===== src/rtl/tl_a_arbiter_pkg.sv =====
// Shared types and helpers for the two-requester TileLink A-channel arbiter.
package tl_a_arbiter_pkg;

  typedef enum logic [1:0] {
    StIdle  = 2'd0,
    StHold  = 2'd1,
    StBurst = 2'd2
  } arb_state_e;

  localparam logic [2:0] OpPutFullData    = 3'd0;
  localparam logic [2:0] OpPutPartialData = 3'd1;
  localparam logic [2:0] OpArithmeticData = 3'd2;
  localparam logic [2:0] OpLogicalData    = 3'd3;
  localparam logic [2:0] OpGet            = 3'd4;

  localparam int unsigned ReqSrcW  = 2;
  localparam int unsigned TileSrcW = 3;
  localparam int unsigned BeatCntW = 4;

  // Beats in a message: data-carrying opcodes wider than one 8-byte beat span 2^(size-3) beats.
  function automatic logic [4:0] beat_count(input logic [2:0] opcode, input logic [2:0] size);
    if (opcode <= OpLogicalData && size > 3'd3) begin
      return 5'd1 << (size - 3'd3);
    end
    return 5'd1;
  endfunction

endpackage


===== src/rtl/tl_beat_counter.sv =====
// Beat-count decode and remaining-beat arithmetic for the arbiter's burst counter.
module tl_beat_counter
  import tl_a_arbiter_pkg::*;
(
  input  logic [2:0]          i_opcode,
  input  logic [2:0]          i_size,
  input  logic [BeatCntW-1:0] i_remaining,
  output logic                o_multi,
  output logic [BeatCntW-1:0] o_first_rem,
  output logic [BeatCntW-1:0] o_rem_next,
  output logic                o_last
);

  logic [4:0] w_beats;

  assign w_beats     = beat_count(i_opcode, i_size);
  assign o_multi     = (w_beats != 5'd1);
  // 16 beats wraps to 0 in the low nibble, so minus one yields 15 as required.
  assign o_first_rem = w_beats[BeatCntW-1:0] - 4'd1;
  assign o_rem_next  = i_remaining - 4'd1;
  assign o_last      = (i_remaining == 4'd1);

endmodule


===== src/rtl/tl_a_arbiter.sv =====
// Round-robin arbiter merging two TileLink A channels, with burst locking and stateless D routing.
module tl_a_arbiter
  import tl_a_arbiter_pkg::*;
#(
  parameter int unsigned ADDR_W = 32,
  parameter int unsigned DATA_W = 64,
  parameter int unsigned NREQ   = 2
) (
  input  logic                           i_clk,
  input  logic                           i_rst_n,
  input  logic [NREQ-1:0]                i_rq_a_valid,
  output logic [NREQ-1:0]                o_rq_a_ready,
  input  logic [NREQ-1:0][2:0]           i_rq_a_opcode,
  input  logic [NREQ-1:0][2:0]           i_rq_a_param,
  input  logic [NREQ-1:0][2:0]           i_rq_a_size,
  input  logic [NREQ-1:0][ReqSrcW-1:0]   i_rq_a_source,
  input  logic [NREQ-1:0][ADDR_W-1:0]    i_rq_a_address,
  input  logic [NREQ-1:0][7:0]           i_rq_a_mask,
  input  logic [NREQ-1:0][DATA_W-1:0]    i_rq_a_data,
  output logic                           o_a_valid,
  input  logic                           i_a_ready,
  output logic [2:0]                     o_a_opcode,
  output logic [2:0]                     o_a_param,
  output logic [2:0]                     o_a_size,
  output logic [TileSrcW-1:0]            o_a_source,
  output logic [ADDR_W-1:0]              o_a_address,
  output logic [7:0]                     o_a_mask,
  output logic [DATA_W-1:0]              o_a_data,
  input  logic                           i_d_valid,
  output logic                           o_d_ready,
  input  logic [2:0]                     i_d_opcode,
  input  logic [1:0]                     i_d_param,
  input  logic [2:0]                     i_d_size,
  input  logic [TileSrcW-1:0]            i_d_source,
  input  logic [1:0]                     i_d_sink,
  input  logic [DATA_W-1:0]              i_d_data,
  output logic [NREQ-1:0]                o_rq_d_valid,
  input  logic [NREQ-1:0]                i_rq_d_ready,
  output logic [NREQ-1:0][2:0]           o_rq_d_opcode,
  output logic [NREQ-1:0][1:0]           o_rq_d_param,
  output logic [NREQ-1:0][2:0]           o_rq_d_size,
  output logic [NREQ-1:0][ReqSrcW-1:0]   o_rq_d_source,
  output logic [NREQ-1:0][1:0]           o_rq_d_sink,
  output logic [NREQ-1:0][DATA_W-1:0]    o_rq_d_data
);

  arb_state_e          r_state;
  logic                r_prio;
  logic                r_grant;
  logic [BeatCntW-1:0] r_rem;

  logic                w_idle_pick;
  logic                w_grant;
  logic                w_has_grant;
  logic                w_fire;
  logic                w_multi;
  logic [BeatCntW-1:0] w_first_rem;
  logic [BeatCntW-1:0] w_rem_next;
  logic                w_last;

  // Grant selection: priority pick while idle, latched grant while a message is in flight.
  always_comb begin
    w_idle_pick = r_prio;
    if (!i_rq_a_valid[r_prio]) begin
      w_idle_pick = ~r_prio;
    end
    w_grant     = (r_state == StIdle) ? w_idle_pick : r_grant;
    w_has_grant = (r_state != StIdle) | (|i_rq_a_valid);
  end

  // Shared A channel mux; reset gating keeps a_valid and readies low while reset is held.
  always_comb begin
    o_a_valid    = i_rst_n & i_rq_a_valid[w_grant];
    o_rq_a_ready = {i_rst_n & w_has_grant & i_a_ready & w_grant,
                    i_rst_n & w_has_grant & i_a_ready & ~w_grant};
    o_a_opcode   = i_rq_a_opcode[w_grant];
    o_a_param    = i_rq_a_param[w_grant];
    o_a_size     = i_rq_a_size[w_grant];
    o_a_source   = {w_grant, i_rq_a_source[w_grant]};
    o_a_address  = i_rq_a_address[w_grant];
    o_a_mask     = i_rq_a_mask[w_grant];
    o_a_data     = i_rq_a_data[w_grant];
  end

  assign w_fire = o_a_valid & i_a_ready;

  tl_beat_counter u_beat_counter (
    .i_opcode    (o_a_opcode),
    .i_size      (o_a_size),
    .i_remaining (r_rem),
    .o_multi     (w_multi),
    .o_first_rem (w_first_rem),
    .o_rem_next  (w_rem_next),
    .o_last      (w_last)
  );

  // Arbitration FSM: state, round-robin pointer, remaining-beat counter and latched grant.
  always_ff @(posedge i_clk or negedge i_rst_n) begin
    if (!i_rst_n) begin
      r_state <= StIdle;
      r_prio  <= 1'b0;
      r_grant <= 1'b0;
      r_rem   <= '0;
    end else begin
      unique case (r_state)
        StIdle, StHold: begin
          if (w_fire) begin
            r_prio  <= ~w_grant;
            r_grant <= w_grant;
            if (w_multi) begin
              r_state <= StBurst;
              r_rem   <= w_first_rem;
            end else begin
              r_state <= StIdle;
            end
          end else if (o_a_valid) begin
            r_state <= StHold;
            r_grant <= w_grant;
          end
        end
        StBurst: begin
          if (w_fire) begin
            if (w_last) begin
              r_state <= StIdle;
              r_rem   <= '0;
            end else begin
              r_rem <= w_rem_next;
            end
          end
        end
        default: r_state <= StIdle;
      endcase
    end
  end

  // D responses route on the top source bit; no state involved.
  always_comb begin
    o_rq_d_valid  = {i_d_valid & i_d_source[2], i_d_valid & ~i_d_source[2]};
    o_d_ready     = i_rq_d_ready[i_d_source[2]];
    o_rq_d_opcode = {NREQ{i_d_opcode}};
    o_rq_d_param  = {NREQ{i_d_param}};
    o_rq_d_size   = {NREQ{i_d_size}};
    o_rq_d_source = {NREQ{i_d_source[1:0]}};
    o_rq_d_sink   = {NREQ{i_d_sink}};
    o_rq_d_data   = {NREQ{i_d_data}};
  end

endmodule


===== config.mk =====
export PLATFORM = sky130hd
export DESIGN_NAME = tl_a_arbiter
export DESIGN_NICKNAME = d
export VERILOG_FILES = /design/src/rtl/tl_a_arbiter_pkg.sv /design/src/rtl/tl_beat_counter.sv /design/src/rtl/tl_a_arbiter.sv
export SDC_FILE = /design/constraint.sdc
export NUM_CORES = 1
export LEC_CHECK = 0
export ABC_AREA = 1
export CAP_MARGIN = 15
export CORE_AREA = 2 2 229 231
export DETAILED_ROUTE_END_ITERATION = 8
export DIE_AREA = 0 0 231 233
export SLEW_MARGIN = 15
export SYNTH_ARGS = -nofsm -noshare
export SYNTH_HDL_FRONTEND = slang
export SYNTH_SLANG_ARGS = --single-unit
export TNS_END_PERCENT = 10

===== constraint.sdc =====
create_clock -name i_clk -period 1.9 [get_ports i_clk]
set_input_delay 0.38 -clock i_clk [delete_from_list [all_inputs] [get_ports i_clk]]
set_output_delay 0.38 -clock i_clk [all_outputs]
set_load 0.03 [all_outputs]

# --- Word-level counts from Yosys, hierarchy flattened ---
# Cells that the tools add are included.
totals:
  ff_bits: 8
  output_inout_bits: 274
  elab_cells: 83
classes:
  add_sub_neg: 3
  order_cmp: 5
  eq_ne: 9
  n_shift: 1
  mux: 38
  bitwise_logic: 12
  reduce_logical: 11
ops:
  columns: ["cell", "n"]
  rows:
  - ["2-to-1 mux 64 bit", 2]
  - ["2-to-1 mux 32 bit", 2]
  - ["2-to-1 mux 3 bit", 6]
  - ["2-to-1 mux 4 bit", 4]
  - ["2-to-1 mux 8 bit", 2]
  - ["2-to-1 mux 2 bit", 7]
  - ["2-to-1 mux 1 bit", 11]
  - ["2-to-1 mux 5 bit", 2]
  - ["bitwise AND 1 bit", 8]
  - ["one-hot mux 4 bit (2 select lines)", 1]
  - ["subtractor 4 x 1 -> 4 bit (second input constant)", 2]
  - ["< comparator 1 x 2 -> 1 bit (second input constant)", 3]
  - ["nonzero test 2 bit", 3]
  - ["inequality test 5 x 1 -> 1 bit (second input constant)", 1]
  - ["<< shifter 1 x 3 -> 5 bit (first input constant)", 1]
  - ["equality test 4 x 1 -> 1 bit (second input constant)", 1]
  - ["inequality test 2 x 1 -> 1 bit (second input constant)", 2]
  - ["inequality test 2 bit (second input constant)", 2]
  - ["one-hot mux 2 bit (2 select lines)", 1]
  - ["AND reduction 2 bit", 2]
  - ["AND reduction 4 bit", 1]
  - ["OR reduction 2 bit", 2]
  - ["> comparator 3 x 2 -> 1 bit (second input constant)", 1]
  - ["<= comparator 3 x 2 -> 1 bit (second input constant)", 1]
  - ["other kinds (9)", 11]

# --- Depth between registers and ports, before layout ---
# Gate-level depths: netlist (run 1).
logic_depth:
  ltp_word: 14
  ltp_mapped: 15
  depth_no_buf: 15

# --- Hierarchy ---
# A second synthesis (run 1) with hierarchy kept.
hier_totals:
  cells_unflattened: 645
  hier_area_um2: 3474.6
modules_own_cells:
  columns: ["module", "n_inst", "cells_each", "area_each_um2", "seq_area_each_um2"]
  rows:
  - ["tl_a_arbiter", 1, 607, 3201.8, 200.2]
  - ["tl_beat_counter", 1, 38, 272.8, 0.0]

# --- Least setup slack after synthesis (run 1) ---
# OpenSTA, ideal clock, no wires.
synth_path:
  path_kind: "register -> register"
  from: "register r_state[1]"
  to: "register r_rem[1]"
  arrival_time_ns: 1.780
  setup_slack_ns: 0.002
  stages_incl_launch_ff: 14
  n_path_buf: 0
  path_cell_list: "dfrtp_1 nor2_4 inv_4 nand2_8 nand2_4 nand2_4 nand2_4 nor2_8 nand4_1 ha_1 nand2_1 o21ai_0 nand2_1 o21ai_2"
synth_via:
  elab_chain_cells: 12
  word_cells_on_any_way: 31
  cone_classes: "2 x add/sub; 2 x order compare; 6 x eq/ne; 1 x shift; 13 x mux; 2 x bitwise; 5 x reduce/logical"
synth_lines:
  columns: ["item", "line", "rtl"]
  rows:
  - ["start, declared", "tl_a_arbiter.sv:47", "arb_state_e r_state;"]
  - ["start signal, assigned", "tl_a_arbiter.sv:100", "r_state <= StIdle;"]
  - ["start signal, assigned", "tl_a_arbiter.sv:111", "r_state <= StBurst;"]
  - ["start signal, assigned", "tl_a_arbiter.sv:114", "r_state <= StIdle;"]
  - ["logical NOT 2 bit *", "tl_a_arbiter.sv:67", "w_grant = (r_state == StIdle) ? w_idle_pick : r_grant;"]
  - ["2-to-1 mux 1 bit *", "tl_a_arbiter.sv:67", null]
  - ["2-to-1 mux 3 bit (not written as such) * (2 in a row)", "tl_a_arbiter.sv:76", "o_a_opcode = i_rq_a_opcode[w_grant];"]
  - ["via o_a_opcode[2]", "tl_a_arbiter.sv:22", "output logic [2:0] o_a_opcode,"]
  - ["<= comparator 3 x 2 -> 1 bit *", "tl_a_arbiter_pkg.sv:22", "if (opcode <= OpLogicalData && size > 3'd3) begin"]
  - ["logical AND 1 bit *", "tl_a_arbiter_pkg.sv:22", null]
  - ["2-to-1 mux 1 bit *", "tl_a_arbiter_pkg.sv:22", null]
  - ["2-to-1 mux 5 bit *", "tl_a_arbiter_pkg.sv:25", "return 5'd1;"]
  - ["subtractor 4 x 1 -> 4 bit", "tl_beat_counter.sv:19", "assign o_first_rem = w_beats[BeatCntW-1:0] - 4'd1;"]
  - ["2-to-1 mux 4 bit", "tl_a_arbiter.sv:110", "if (w_multi) begin"]
  - ["2-to-1 mux 4 bit", "tl_a_arbiter.sv:107", "if (w_fire) begin"]
  - ["one-hot mux 4 bit (2 select lines)", "tl_a_arbiter.sv:105", "unique case (r_state)"]
  - ["end signal, assigned", "tl_a_arbiter.sv:112", "r_rem <= w_first_rem;"]
  - ["end signal, assigned", "tl_a_arbiter.sv:127", "r_rem <= w_rem_next;"]
  - ["end, declared", "tl_a_arbiter.sv:50", "logic [BeatCntW-1:0] r_rem;"]
# Mark *: on every way through the listed nets, which the timed path passes. The rest lies on a longest branch. The select of a mux whose other input is x is not followed.
# A chain may end at the register's enable or synchronous reset.

# --- Worst setup path after layout (run 1) ---
layout_path:
  from: "register r_state[1]"
  to: "output port o_a_data[22]"
layout_via:
  elab_chain_cells: 4
layout_lines:
  columns: ["item", "line", "rtl"]
  rows:
  - ["logical NOT 2 bit", "tl_a_arbiter.sv:67", null]
  - ["2-to-1 mux 1 bit", "tl_a_arbiter.sv:67", null]
  - ["2-to-1 mux 64 bit (not written as such) (2 in a row)", "tl_a_arbiter.sv:82", "o_a_data = i_rq_a_data[w_grant];"]
  - ["end, declared", "tl_a_arbiter.sv:28", "output logic [DATA_W-1:0] o_a_data,"]
# No other way between the ends. The select of a mux whose other input is x is not followed.

==> flow_metrics.env, run 1 <==
export IMPL_ys_flop_type="dfrtp_1"
export IMPL_crit_family="buffers and inverters"
export IMPL_layout_commonest_cell="clkdlybuf4s50_1"
export IMPL_synthArstFlopShare=1.00
export IMPL_reg2reg_depth=17
export IMPL_timing_fmax_mhz=452
export IMPL_drc=0
export IMPL_yosysTopAreaCell="nand2_1"
export IMPL_slew_violations=0
export IMPL_ys_warn_count=0
export IMPL_fin_crit_ns=2.21
export IMPL_worst_pin_slew_ns=0.383
export IMPL_grt_setup_unrepaired="yes"
export IMPL_routed_wirelength_mm=25.8
export IMPL_status="finished, violations left"
export IMPL_synth_area_um2=3350
export IMPL_grt_overflow=0
export IMPL_synth_top_cell_area_share=0.399
export IMPL_num_rows=83
export IMPL_powerDensity_nw_per_um2=1640
export IMPL_synth_edf_count=0
export IMPL_fp_dieH_um=233
export IMPL_cp_slowest_cell="dfrtp_1"
export IMPL_start_util=0.0655
export IMPL_instances_no_fill=1555
export IMPL_numPlacedInstances=1511
export IMPL_ant_nets=0
export IMPL_worstPathArrival_ns=1.83
export IMPL_wl_per_cell_um=16.6
export IMPL_track_usage=0.0830
export IMPL_antenna_found_initial=6
export IMPL_syn_nets=941
export IMPL_setup_viol=126
export IMPL_setup_slack_ns=-0.312
export IMPL_finalHoldViolations=0
export IMPL_dr_pass1_iters=4
export IMPL_finalCritPeriodShare=1.16
export IMPL_die_area_um2=53800
export IMPL_power_leakage_nw=3.79
export IMPL_ys_seq_area_frac=0.0598
export IMPL_globalplace_congestion=0.691
export IMPL_fin_worst_skew_ns=0.000909
export IMPL_reg2reg_slack_ns=-0.27
export IMPL_ir_worst_vdd_v=0.000898
export IMPL_drive_above_1_share=0.401
export IMPL_slew_headroom=0.744
export IMPL_clk_pin_slew_worst_paths_ns=0.04
export IMPL_crit_path_end_kind="primary output"
export IMPL_yosysUniqueCellTypes=28
export IMPL_path_class="flop to primary output"
export IMPL_hold_buffers=0
export IMPL_grt_max_degree=30
export IMPL_ys_seq_elements=8
export IMPL_path_buf_inv=6
export IMPL_htreeDepth=1
export IMPL_netlist_top_cells_area="nand2_1 40%, buf_4 34%, dfrtp_1 6.0%"
export IMPL_fin_nets=1193
export IMPL_r2r_start="r_state[1]$_DFFE_PN0P_"
export IMPL_io_buffers=360
export IMPL_syn2layout_area_growth_pct=153
export IMPL_rr_endpoint="r_rem[2]$_DFFE_PN0P_"
export IMPL_clkLatencyLatePin_ns=0.23
export IMPL_cts_buffers_inserted=3
export IMPL_slowest_delay_ns=0.39
export IMPL_core_um2=51100
export IMPL_path_cells="nor2_4 -> inv_4 -> buf_6 -> nand2_4 -> nand2_8 -> buf_12 -> buf_12 -> buf_16 -> nand2_2 -> nand2_2 -> buf_6"
export IMPL_mostFrequentLayoutCells="236 x clkdlybuf4s50_1, 230 x nand2_1, 113 x nand2_2"
export IMPL_drt_iter0_drc=103
export IMPL_hpwl_mm=17.7
export IMPL_worstPathRequired_ns=1.52
export IMPL_die_x_um=231
export IMPL_hold_class="input pin to asynchronous set/reset pin"
export IMPL_clk_path_buf_depth=2
export IMPL_netlist_instances=622
export IMPL_grt_pass1_wl_mm=31.9
export IMPL_fin_util=0.166
export IMPL_cts_tree="done"
export IMPL_violations="negative setup slack"
export IMPL_cp_start_kind="flop"
export IMPL_cts_root_buf="clkbuf_16"
export IMPL_max_cap_violations=0
export IMPL_io_pins=589
export IMPL_cp_max_fo=7
export IMPL_clkSinkCount=8
export IMPL_routed_via_density=3.09
export IMPL_vias=4808
export IMPL_grt_pass1_vias=4981
export IMPL_syn_avg_cell_area_um2=5.38
[how the worst max path moves through the flow]
stage                                 to              startpoint  depth (start not counted)  slack [ns]
detailed placement       o_a_address[30]         i_rq_a_valid[1]                         10       -0.58
global route        r_rem[2]$_DFFE_PN0P_  r_state[1]$_DFFE_PN0P_                         17       -0.40
finish                      o_a_data[22]  r_state[1]$_DFFE_PN0P_                         11       -0.31
global placement         o_a_address[30]         i_rq_a_valid[1]                         10       -0.54
CTS                         o_a_data[48]  r_state[0]$_DFFE_PN0P_                         10       -0.35
floorplan           r_rem[1]$_DFFE_PN0P_  r_state[1]$_DFFE_PN0P_                         13       0.002
[where the power goes]
group | switching [W] | total [W] | internal, W
Clock | 0.0000876 | 0.000359 | 0.000272
Sequential | 0.0000558 | 0.000289 | 0.000233
Combinational | 0.00714 | 0.0132 | 0.00608
Total | 0.00728 | 0.0139 | 0.00659
[per-layer routing]
layer  vias to the layer above  track usage  share of wire
li1                       2219            -              -
met1                      2072       0.0734           0.30
met2                       454        0.152           0.49
met3                        59       0.0517           0.16
met4                         4       0.0317          0.043
met5                         -            0        0.00097
[timing repair]
item / CTS / global route
setup buffers: 17 / 9
pin swaps: 42 / 41
gates resized for setup: 184 / 105
setup endpoints to repair: 127 / 127
cloned: 10 / 4
[sequential cells by signal, summed over array words and instances (netlist names)]
name     cells
r_prio       1
r_rem        4
r_state      2
r_grant      1
[stage by stage]
stage,cell area (um2),setup slack (ns),TNS (ns),total power [W],hold slack (ns)
floorplan,3350,0.00170,0,0.00581,0.0844
global placement,6830,-0.535,-50.60,0.00935,0.547
detailed placement,6830,-0.576,-55.64,0.00943,0.583
CTS,8010,-0.347,-34.36,0.0131,0.590
global route,8460,-0.396,-38.89,0.0146,0.623
finish,8460,-0.312,-29.45,0.0139,0.582
[cell type report]
class,instances,area [um2]
sequential,8,200
fill,5728,42600
tap,680,851
multi-input combinational,415,2300
clock buffer,3,75.1
timing repair buffer,424,4940
inverter,22,87.6
antenna,3,7.51
[Yosys cell counts, types with 2 or more instances]
cell / count
buf_4: 153
clkbuf_1: 9
o22ai_1: 2
nand2_1: 356
ha_1: 4
nand2_2: 5
buf_2: 15
nand3_4: 2
o21ai_0: 3
o21ai_2: 3
xor2_1: 2
nor2_1: 9
nand2_4: 6
inv_1: 21
nand3_1: 12
dfrtp_1: 8
[logic make-up (layout without fill, tap and decap cells)]
group           Yosys count  in the layout  share of synthesized area
other cells               0              3                          0
compound gates           11             11                     0.0232
simple gates            397            397                      0.492
buf+inv                 199            449                      0.401
mux                       1              1                    0.00337
flops                     8              8                     0.0598
fa+ha+maj                 4              4                     0.0150
xor+xnor                  2              2                    0.00524
No activity file was read; power rests on OpenSTA's default activity.
==> run 2, diff against run 1 <==
--- a/config.mk
+++ b/config.mk
@@ -7,9 +7,9 @@
 export LEC_CHECK = 0
 export ABC_AREA = 1
 export CAP_MARGIN = 15
-export CORE_AREA = 2 2 229 231
+export CORE_AREA = 2 2 226 228
 export DETAILED_ROUTE_END_ITERATION = 8
-export DIE_AREA = 0 0 231 233
+export DIE_AREA = 0 0 228 230
 export SLEW_MARGIN = 15
 export SYNTH_ARGS = -nofsm -noshare
 export SYNTH_HDL_FRONTEND = slang
==> constraint.sdc (replaced) <==
create_clock -name i_clk -period 2.2 [get_ports i_clk]
set_input_delay 0.44 -clock i_clk [delete_from_list [all_inputs] [get_ports i_clk]]
set_output_delay 0.44 -clock i_clk [all_outputs]
set_load 0.03 [all_outputs]
==> flow_metrics.env, run 2 (synthesized netlist as in run 1, its figures left out) <==
export IMPL_routed_wirelength_mm=24.9
export IMPL_die_x_um=228
export IMPL_htreeDepth=1
export IMPL_clkLatencyLatePin_ns=0.23
export IMPL_cp_start_kind="flop"
export IMPL_setup_viol=99
export IMPL_path_class="flop to primary output"
export IMPL_fp_dieH_um=230
export IMPL_largest_reg_flops=4
export IMPL_fill_cells=5663
export IMPL_fin_worst_skew_ns=0.000838
export IMPL_grt_pass1_wl_mm=31.3
export IMPL_setup_slack_ns=-0.0713
export IMPL_clk_pin_slew_worst_paths_ns=0.04
export IMPL_hpwl_mm=18.4
export IMPL_fin_crit_ns=2.27
export IMPL_violations="negative setup slack"
export IMPL_slew_headroom=0.708
export IMPL_syn2layout_area_growth_pct=140
export IMPL_crit_start="r_state[1]$_DFFE_PN0P_"
export IMPL_io_pins=589
export IMPL_max_cap_violations=0
export IMPL_cp_max_fo=6
export IMPL_drc=0
export IMPL_wl_per_cell_um=16.2
export IMPL_drt_iter0_drc=199
export IMPL_dr_pass1_iters=4
export IMPL_layout_commonest_cell="nand2_1"
export IMPL_ir_worst_vdd_v=0.000627
export IMPL_die_area_um2=52400
export IMPL_slew_violations=0
export IMPL_crit_path_end_kind="primary output"
export IMPL_worst_pin_slew_ns=0.432
export IMPL_globalplace_congestion=0.959
export IMPL_powerDensity_nw_per_um2=1390
export IMPL_top_regs="r_rem x4, r_state x2"
export IMPL_drive_above_1_share=0.324
export IMPL_hold_path_startpoint="r_rem[3]$_DFFE_PN0P_"
export IMPL_finalHoldViolations=0
export IMPL_clkSinkCount=8
export IMPL_status="finished, violations left"
export IMPL_num_rows=82
export IMPL_fin_util=0.161
export IMPL_final_setup_tns_ns=-2.69
export IMPL_multi_input_area_um2=2070
export IMPL_start_util=0.0671
export IMPL_io_buffers=360
export IMPL_clk_path_buf_depth=2
export IMPL_seqCellArea_um2=200
export IMPL_routed_via_density=3.09
export IMPL_fin_nets=1182
export IMPL_mostFrequentLayoutCells="282 x nand2_1, 236 x clkdlybuf4s50_1, 80 x buf_6"
export IMPL_worstPathArrival_ns=1.83
export IMPL_vias=4746
export IMPL_cts_root_buf="clkbuf_16"
export IMPL_core_um2=49900
export IMPL_hold_buffers=0
export IMPL_ant_nets=0
export IMPL_regMostFlops="r_rem"
export IMPL_grt_max_degree=59
export IMPL_antenna_found_initial=2
export IMPL_grt_setup_unrepaired="yes"
export IMPL_finish_instance_area_um2=8030
export IMPL_cts_buffers_inserted=3
export IMPL_grt_overflow=0
export IMPL_track_usage=0.0817
export IMPL_finalCritPeriodShare=1.03
export IMPL_worstPathRequired_ns=1.76
export IMPL_power_leakage_nw=3.65
export IMPL_grt_pass1_vias=4724
export IMPL_timing_fmax_mhz=440
export IMPL_dpl_cell_area_um2=6830
export IMPL_r2r_start="r_state[1]$_DFFE_PN0P_"
export IMPL_hold_class="flop to flop"
export IMPL_cts_tree="done"
[run 2: changes by cell type in the layout (fill, tap and decap cells not counted), sizes merged]
cell           before  now
dlygate4sd2         2    3
dlymetal6s2s        0    1
clkdlybuf4s15       1    0
buf               183  169
clkbuf              5    7
diode               3    2
[run 2: path summary, 6_finish.rpt]
path,slack (ns),depth (start not counted),to
hold reg to reg,0.58,2,r_rem[3]$_DFFE_PN0P_
setup / recovery,-0.07,10,o_a_opcode[2]
hold / removal,0.58,2,r_rem[3]$_DFFE_PN0P_
min in group asynchronous,0.62,2,r_grant$_DFFE_PN0P_
max in group asynchronous,1.44,2,r_rem[2]$_DFFE_PN0P_
setup reg to reg,-0.02,17,r_rem[2]$_DFFE_PN0P_
[run 2: critical path, cell delays in order, from the launching register on]
cell and delay (ns):
dfrtp_1 0.40, nor2_4 0.21, buf_6 0.13, nand3_4 0.10, nand2_8 0.11, buf_12 0.16
buf_8 0.12, nand2_4 0.05, nand2_4 0.09, buf_6 0.11, buf_12 0.11
[run 2: layout make-up]
| class | count | area share |
|---|---|---|
| inverter | 22 | 0.0106 |
| sequential | 8 | 0.0249 |
| timing repair buffer | 413 | 0.592 |
| tap | 672 | 0.105 |
| antenna | 2 | 0.000623 |
| clock buffer | 3 | 0.00935 |
| multi-input combinational | 415 | 0.258 |
[run 2: metrics by stage]
stage | power [W] | setup WS, ns | cells | hold slack, ns
2_1_floorplan | 0.00502 | 0.265 | 622 | 0.144
3_3_place_gp | 0.00814 | -0.493 | 1499 | 0.551
3_5_place_dp | 0.00821 | -0.347 | 1499 | 0.570
4_1_cts | 0.0102 | -0.172 | 1520 | 0.583
5_1_grt | 0.0118 | -0.150 | 1534 | 0.620
6_report | 0.0112 | -0.0713 | 1535 | 0.579
[run 2: power by group]
group / total, W / switching (W) / internal, W
logic: 0.0106 / 0.00576 / 0.00483
clock network: 0.000309 / 0.0000746 / 0.000235
registers: 0.000251 / 0.0000497 / 0.000202
[run 2: layer usage]
metal / track usage / routed length, um / vias to the layer above
met5: 0.00460 / 0 / -
met4: 0.0415 / 1220 / 0
met2: 0.138 / 11800 / 447
li1: - / - / 2202
met3: 0.0547 / 4230 / 51
met1: 0.0752 / 7630 / 2046
[run 2: repair_timing]
action	in CTS	in global routing
endpoints found under the setup margin	124	124
pin swaps	5	42
setup buffers	10	9
cloned	8	6
resized for setup	70	124
==> variant 1: new RTL, config.mk and constraints of run 1 <==
Re-encode `arb_state_e` (3 states) as one-hot, 3 bits wide.
--- a/src/rtl/tl_a_arbiter_pkg.sv
+++ b/src/rtl/tl_a_arbiter_pkg.sv
@@ -3,6 +3,6 @@
 
-  typedef enum logic [1:0] {
-    StIdle  = 2'd0,
-    StHold  = 2'd1,
-    StBurst = 2'd2
+  typedef enum logic [2:0] {
+    StIdle  = 3'b001,
+    StHold  = 3'b010,
+    StBurst = 3'b100
   } arb_state_e;
Formal check against the unedited RTL: no difference found for any inputs over 4 cycles, from zero or initial values and one cycle with i_rst_n low; so few cycles prove little.
==> variant 1 against run 1 <==
  * The flow still finishes with violations (setup timing)
  * Design area fell by 11%
  * Worst setup slack got worse by 0.072 ns
  * Total power rose by 13%
  * Via count fell by 3.4%
  * Routed wire length fell by 19%
  * Sequential cell count rose by 1
  * Synthesized area rose by 1.8%
  * First-iteration DRC count rose by 13%
  * Global-route usage fell by 1.5 points
  * Maximum frequency fell by 3.2%
  * Critical endpoint is now o_a_data[30]
  * Largest cell class unchanged
  * Largest power group unchanged
==> variant 1: results (changes against run 1) <==
status: finished, violations left (unchanged)
failing checks: setup timing (unchanged)
sequential cell area share: 3.006% (was 2.367%)
Peak VDD IR: 1284 uV (was 897.6 uV)
Signal buf overhead: 57.04% (was 58.35%)
all-layer global routing usage: 6.778% (was 8.303%)
Yosys cell types: 30 (was 28)
Fin Hold WS: 0.5461 ns (was 0.5817 ns)
n_diodes: 0 (was 3)
syn nets: 957 (was 941)
Clk pwr share: 2.4% (was 2.6%)
crit path DAT: 1.90 ns (was 1.83 ns)
sum of negative setup slack: -38.27 ns (was -29.45 ns)
slowest CP cell: dfstp_2 (was dfrtp_1)
Largest regs: r_rem (4), r_state (3) (was r_rem (4), r_state (2))
Nets: 1,180 (was 1,193)
number of global-route vias before repair: 4,505 (was 4,981)
final setup vio count: 126 (unchanged)
FF-to-FF path depth: 15 (was 17)
register area share after synthesis: 6.652% (was 5.984%)
Layout fillers: 5,827 (was 5,728)
count of cells resized by post-cts repair: 85 (was 184)
final worst slack: -0.3838 ns (was -0.3118 ns)
Iter 0 DRT Violations: 116 (was 103)
Inst Count DP: 1,529 (was 1,511)
Layout clock buffers: 4 (was 3)
Place WS: -0.6614 ns (was -0.5761 ns)
postcts setup bufs: 3 (was 17)
CP Launch Point: r_state[0] (was r_state[1])
P_sw: 8.665 mW (was 7.284 mW)
initial antenna violation count: 1 (was 6)
Buffers excl. clock: 395 (was 424)
Mean Syn Cell Area: 5.336 um2 (was 5.379 um2)
skew final: 0.004972 ns (was 0.0009089 ns)
commonest cells in the netlist: nand2_1 (364), buf_4 (153), inv_1 (20) (was nand2_1 (356), buf_4 (153), inv_1 (21))
critical path peak fanout: 54 (was 7)
first-pass GRT wire length: 26,950 um (was 31,910 um)
Multi-In Gates: 430 (was 415)
finished layout cell area: 0.007535 mm2 (was 0.008459 mm2)
Area contributors post-synth: nand2_1 (40%), buf_4 (34%), dfrtp_1 (5.9%) (was nand2_1 (40%), buf_4 (34%), dfrtp_1 (6.0%))
First-pass DRT Iterations: 5 (was 4)
largest net degree at the start of global routing: 61 (was 30)
DP Area: 0.006937 mm2 (was 0.006828 mm2)
Crit path largest cell delay: 0.55 ns (was 0.39 ns)
clk tree area frac: 1.046% (was 0.8874%)
sequential cells: 9 (was 8)
reg-to-reg slack, setup: -0.30 ns (was -0.27 ns)
Slew headroom: 67.08% (was 74.37%)
Routability Congestion: 0.7255 (was 0.6905)
CP Capture Point: o_a_data[30] (was o_a_data[22])
Via Count: 4,646 (was 4,808)
multi-input logic area: 0.001998 mm2 (was 0.002302 mm2)
Post-DP HPWL: 17,720 um (was 17,700 um)
[variant 1: cell types whose count changed in the layout (fill, tap and decap cells not counted), moves of 7 or more]
cell / change
buf_12: -10
buf_16: -7
buf_4: +21
buf_6: -30
nand2_1: +93
nand2_2: -63
nand2_4: -14
[variant 1: metal layers]
| metal | part of all wire, % | track usage (%) | vias to the layer above |
|---|---|---|---|
| li1 | - | - | 2207 |
| met1 | 28 | 5.441 | 1969 |
| met2 | 49 | 12.60 | 423 |
| met3 | 19 | 4.694 | 45 |
| met4 | 4.1 | 2.843 | 2 |
| met5 | 0.063 | 0 | - |
[variant 1: kinds of logic (layout without fill, tap and decap cells)]
family          after synthesis  after routing  synth area share, %
flops                         9              9                6.652
fa+ha+maj                     4              4                1.470
compound gates               11             11                1.801
simple gates                412            412                49.87
buf+inv                     199            421                39.36
xor+xnor                      2              2               0.5146
mux                           1              1               0.3307
==> variant 2: new RTL, settings of run 1 <==
Made on the original files. Set the parameter `ADDR_W` to 16 (it was 32).
--- a/src/rtl/tl_a_arbiter.sv
+++ b/src/rtl/tl_a_arbiter.sv
@@ -4,3 +4,3 @@
 #(
-  parameter int unsigned ADDR_W = 32,
+  parameter int unsigned ADDR_W = 16,
   parameter int unsigned DATA_W = 64,
Ports: changed (resized i_rq_a_address and o_a_address); port bits go from 589 to 541. The function was not compared with the original's and may differ.
==> variant 2 against run 1 <==
  * The flow still finishes with violations (setup timing)
  * Total power fell by 19%
  * Synthesized cell count fell by 8.4%
  * Synthesized area fell by 5.8%
  * Sequential cell count did not move
  * Worst setup slack improved by 0.029 ns
  * Routed wire length fell by 16%
  * Design area fell by 16%
  * First-iteration DRC count rose by 99%
  * Clock power rose by 3%
  * Largest cell class unchanged
==> variant 2: results (changes against run 1) <==
Clock Path Buffers: 2 (unchanged)
register area share after synthesis: 6.352% (was 5.984%)
total of warnings raised by yosys: 0 (unchanged)
Routability Congestion: 0.6507 (was 0.6905)
Largest regs: r_rem (4), r_state (2) (unchanged)
failing checks: setup timing (unchanged)
Post-DP HPWL: 14,900 um (was 17,700 um)
worst hold path depth: 2
first-pass GRT wire length: 26,150 um (was 31,910 um)
Area contributors post-synth: nand2_1 (37%), buf_4 (36%), dfrtp_1 (6.4%) (was nand2_1 (40%), buf_4 (34%), dfrtp_1 (6.0%))
commonest cells in the netlist: nand2_1 (309), buf_4 (153), inv_1 (21) (was nand2_1 (356), buf_4 (153), inv_1 (21))
Crit path largest cell delay: 0.40 ns
ys flop type: dfrtp_1 (unchanged)
slowest CP cell: dfrtp_1 (unchanged)
all-layer global routing usage: 6.739% (was 8.303%)
status: finished, violations left (unchanged)
initial antenna violation count: 2 (was 6)
FF-to-FF path depth: 15 (was 17)
syn nets: 857 (was 941)
TritonCTS Buffers: 3 (unchanged)
number of global-route vias before repair: 4,159 (was 4,981)
Iter 0 DRT Violations: 205 (was 103)
Leak: 3.212 nW (was 3.790 nW)
Peak VDD IR: 605.4 uV (was 897.6 uV)
vias per cell: 2.911 (was 3.092)
layout cells sized above 1: 31.62% (was 40.14%)
Yosys cell types: 28 (unchanged)
Worst Tran Pin Value: 0.3208 ns (was 0.3830 ns)
worst-skew pair later-pin latency: 0.24 ns
Slew Limit Fails: 0 (unchanged)
PortBufs: 312 (was 360)
final setup vio count: 107 (was 126)
Nets: 1,048 (was 1,193)
clk slew on worst S/H paths: 0.04 ns (about the same)
final worst slack: -0.2826 ns (was -0.3118 ns)
largest net degree at the start of global routing: 27 (was 30)
WL final: 21,680 um (was 25,780 um)
Hold Buf Count CTS: 0 (unchanged)
skew final: 0.003193 ns (was 0.0009089 ns)
First-pass DRT Iterations: 4 (unchanged)
critical path peak fanout: 13 (was 7)
HP Class: flop to flop (was input pin to async pin)
variant 2: cell types whose count changed in the layout (fill, tap and decap cells not counted), moves of 3 or more:
cell	change
clkdlybuf4s50_1	-32
nand2_1	+27
nand2_4	-13
buf_12	-15
buf_16	-3
nand2_2	-61
buf_6	-13
variant 2: worst paths after layout:
kind,start,end,slack (ns)
worst max register to register,r_state[1],r_rem[1],-0.15
worst min-delay path,r_rem[3],r_rem[3],0.56
max in group asynchronous,i_rst_n,r_rem[2],1.17
worst max-delay path,r_state[1],o_a_data[28],-0.28
worst min register to register,r_rem[3],r_rem[3],0.56
min in group asynchronous,i_rst_n,r_prio,0.58
variant 2: worst max-delay path: cells and delay by family (launching register included):
kind          cells  cell delay [ns]
flops             1             0.40
simple gates      5             0.59
buf+inv           4             0.55
variant 2: layer usage:
layer  part of all wire (%)  global-route usage, %  vias up
met1                     31                  5.787     1813
met4                    5.5                  3.911        2
met2                     50                  12.68      358
li1                       -                      -     1944
met3                     13                  3.186       75
met5                  0.060                      0        -
variant 2: cell type report:
type	instances	area [um2]
tap	680	850.8
inverter	22	85.08
clock buffer	3	75.07
fill	5831	43950
timing repair buffer	359	4091
multi-input combinational	367	1837
antenna	1	2.502
sequential	8	200.2
variant 2: stage by stage:
stage	TNS, ns	cells	power (mW)	cell area [um2]	worst slack [ns]
2_1_floorplan	0	570	5.223	3152	0.004203
3_3_place_gp	-34.87	1411	8.005	6068	-0.5368
3_5_place_dp	-37.83	1411	8.071	6068	-0.4633
4_1_cts	-24.58	1433	10.64	6913	-0.2866
5_1_grt	-30.69	1440	11.88	7142	-0.3370
6_report	-23.66	1440	11.24	7142	-0.2826
variant 2: where the power goes:
part,switching (mW),internal [mW],total [mW]
clock network,0.0980,0.273,0.371
logic,5.80,4.78,10.6
registers,0.0561,0.233,0.289
variant 2: kinds of logic after synthesis:
family	Yosys count	share of synthesized area, %
buffers and inverters	195	41.80
and+or+nand+nor	349	46.88
adders and majority gates	4	1.588
DFF	8	6.352
xor gates and xnor gates	2	0.5559
AOI/OAI and AO/OA	11	2.461
muxes	1	0.3573
variant 2: what timing repair did:
| action | in CTS | in global routing |
|---|---|---|
| setup endpoints to repair | 110 | 110 |
| buffers inserted | 12 | 1 |
| cloned | 7 | 5 |
| resized for setup | 132 | 36 |
| pin swaps | 31 | 12 |
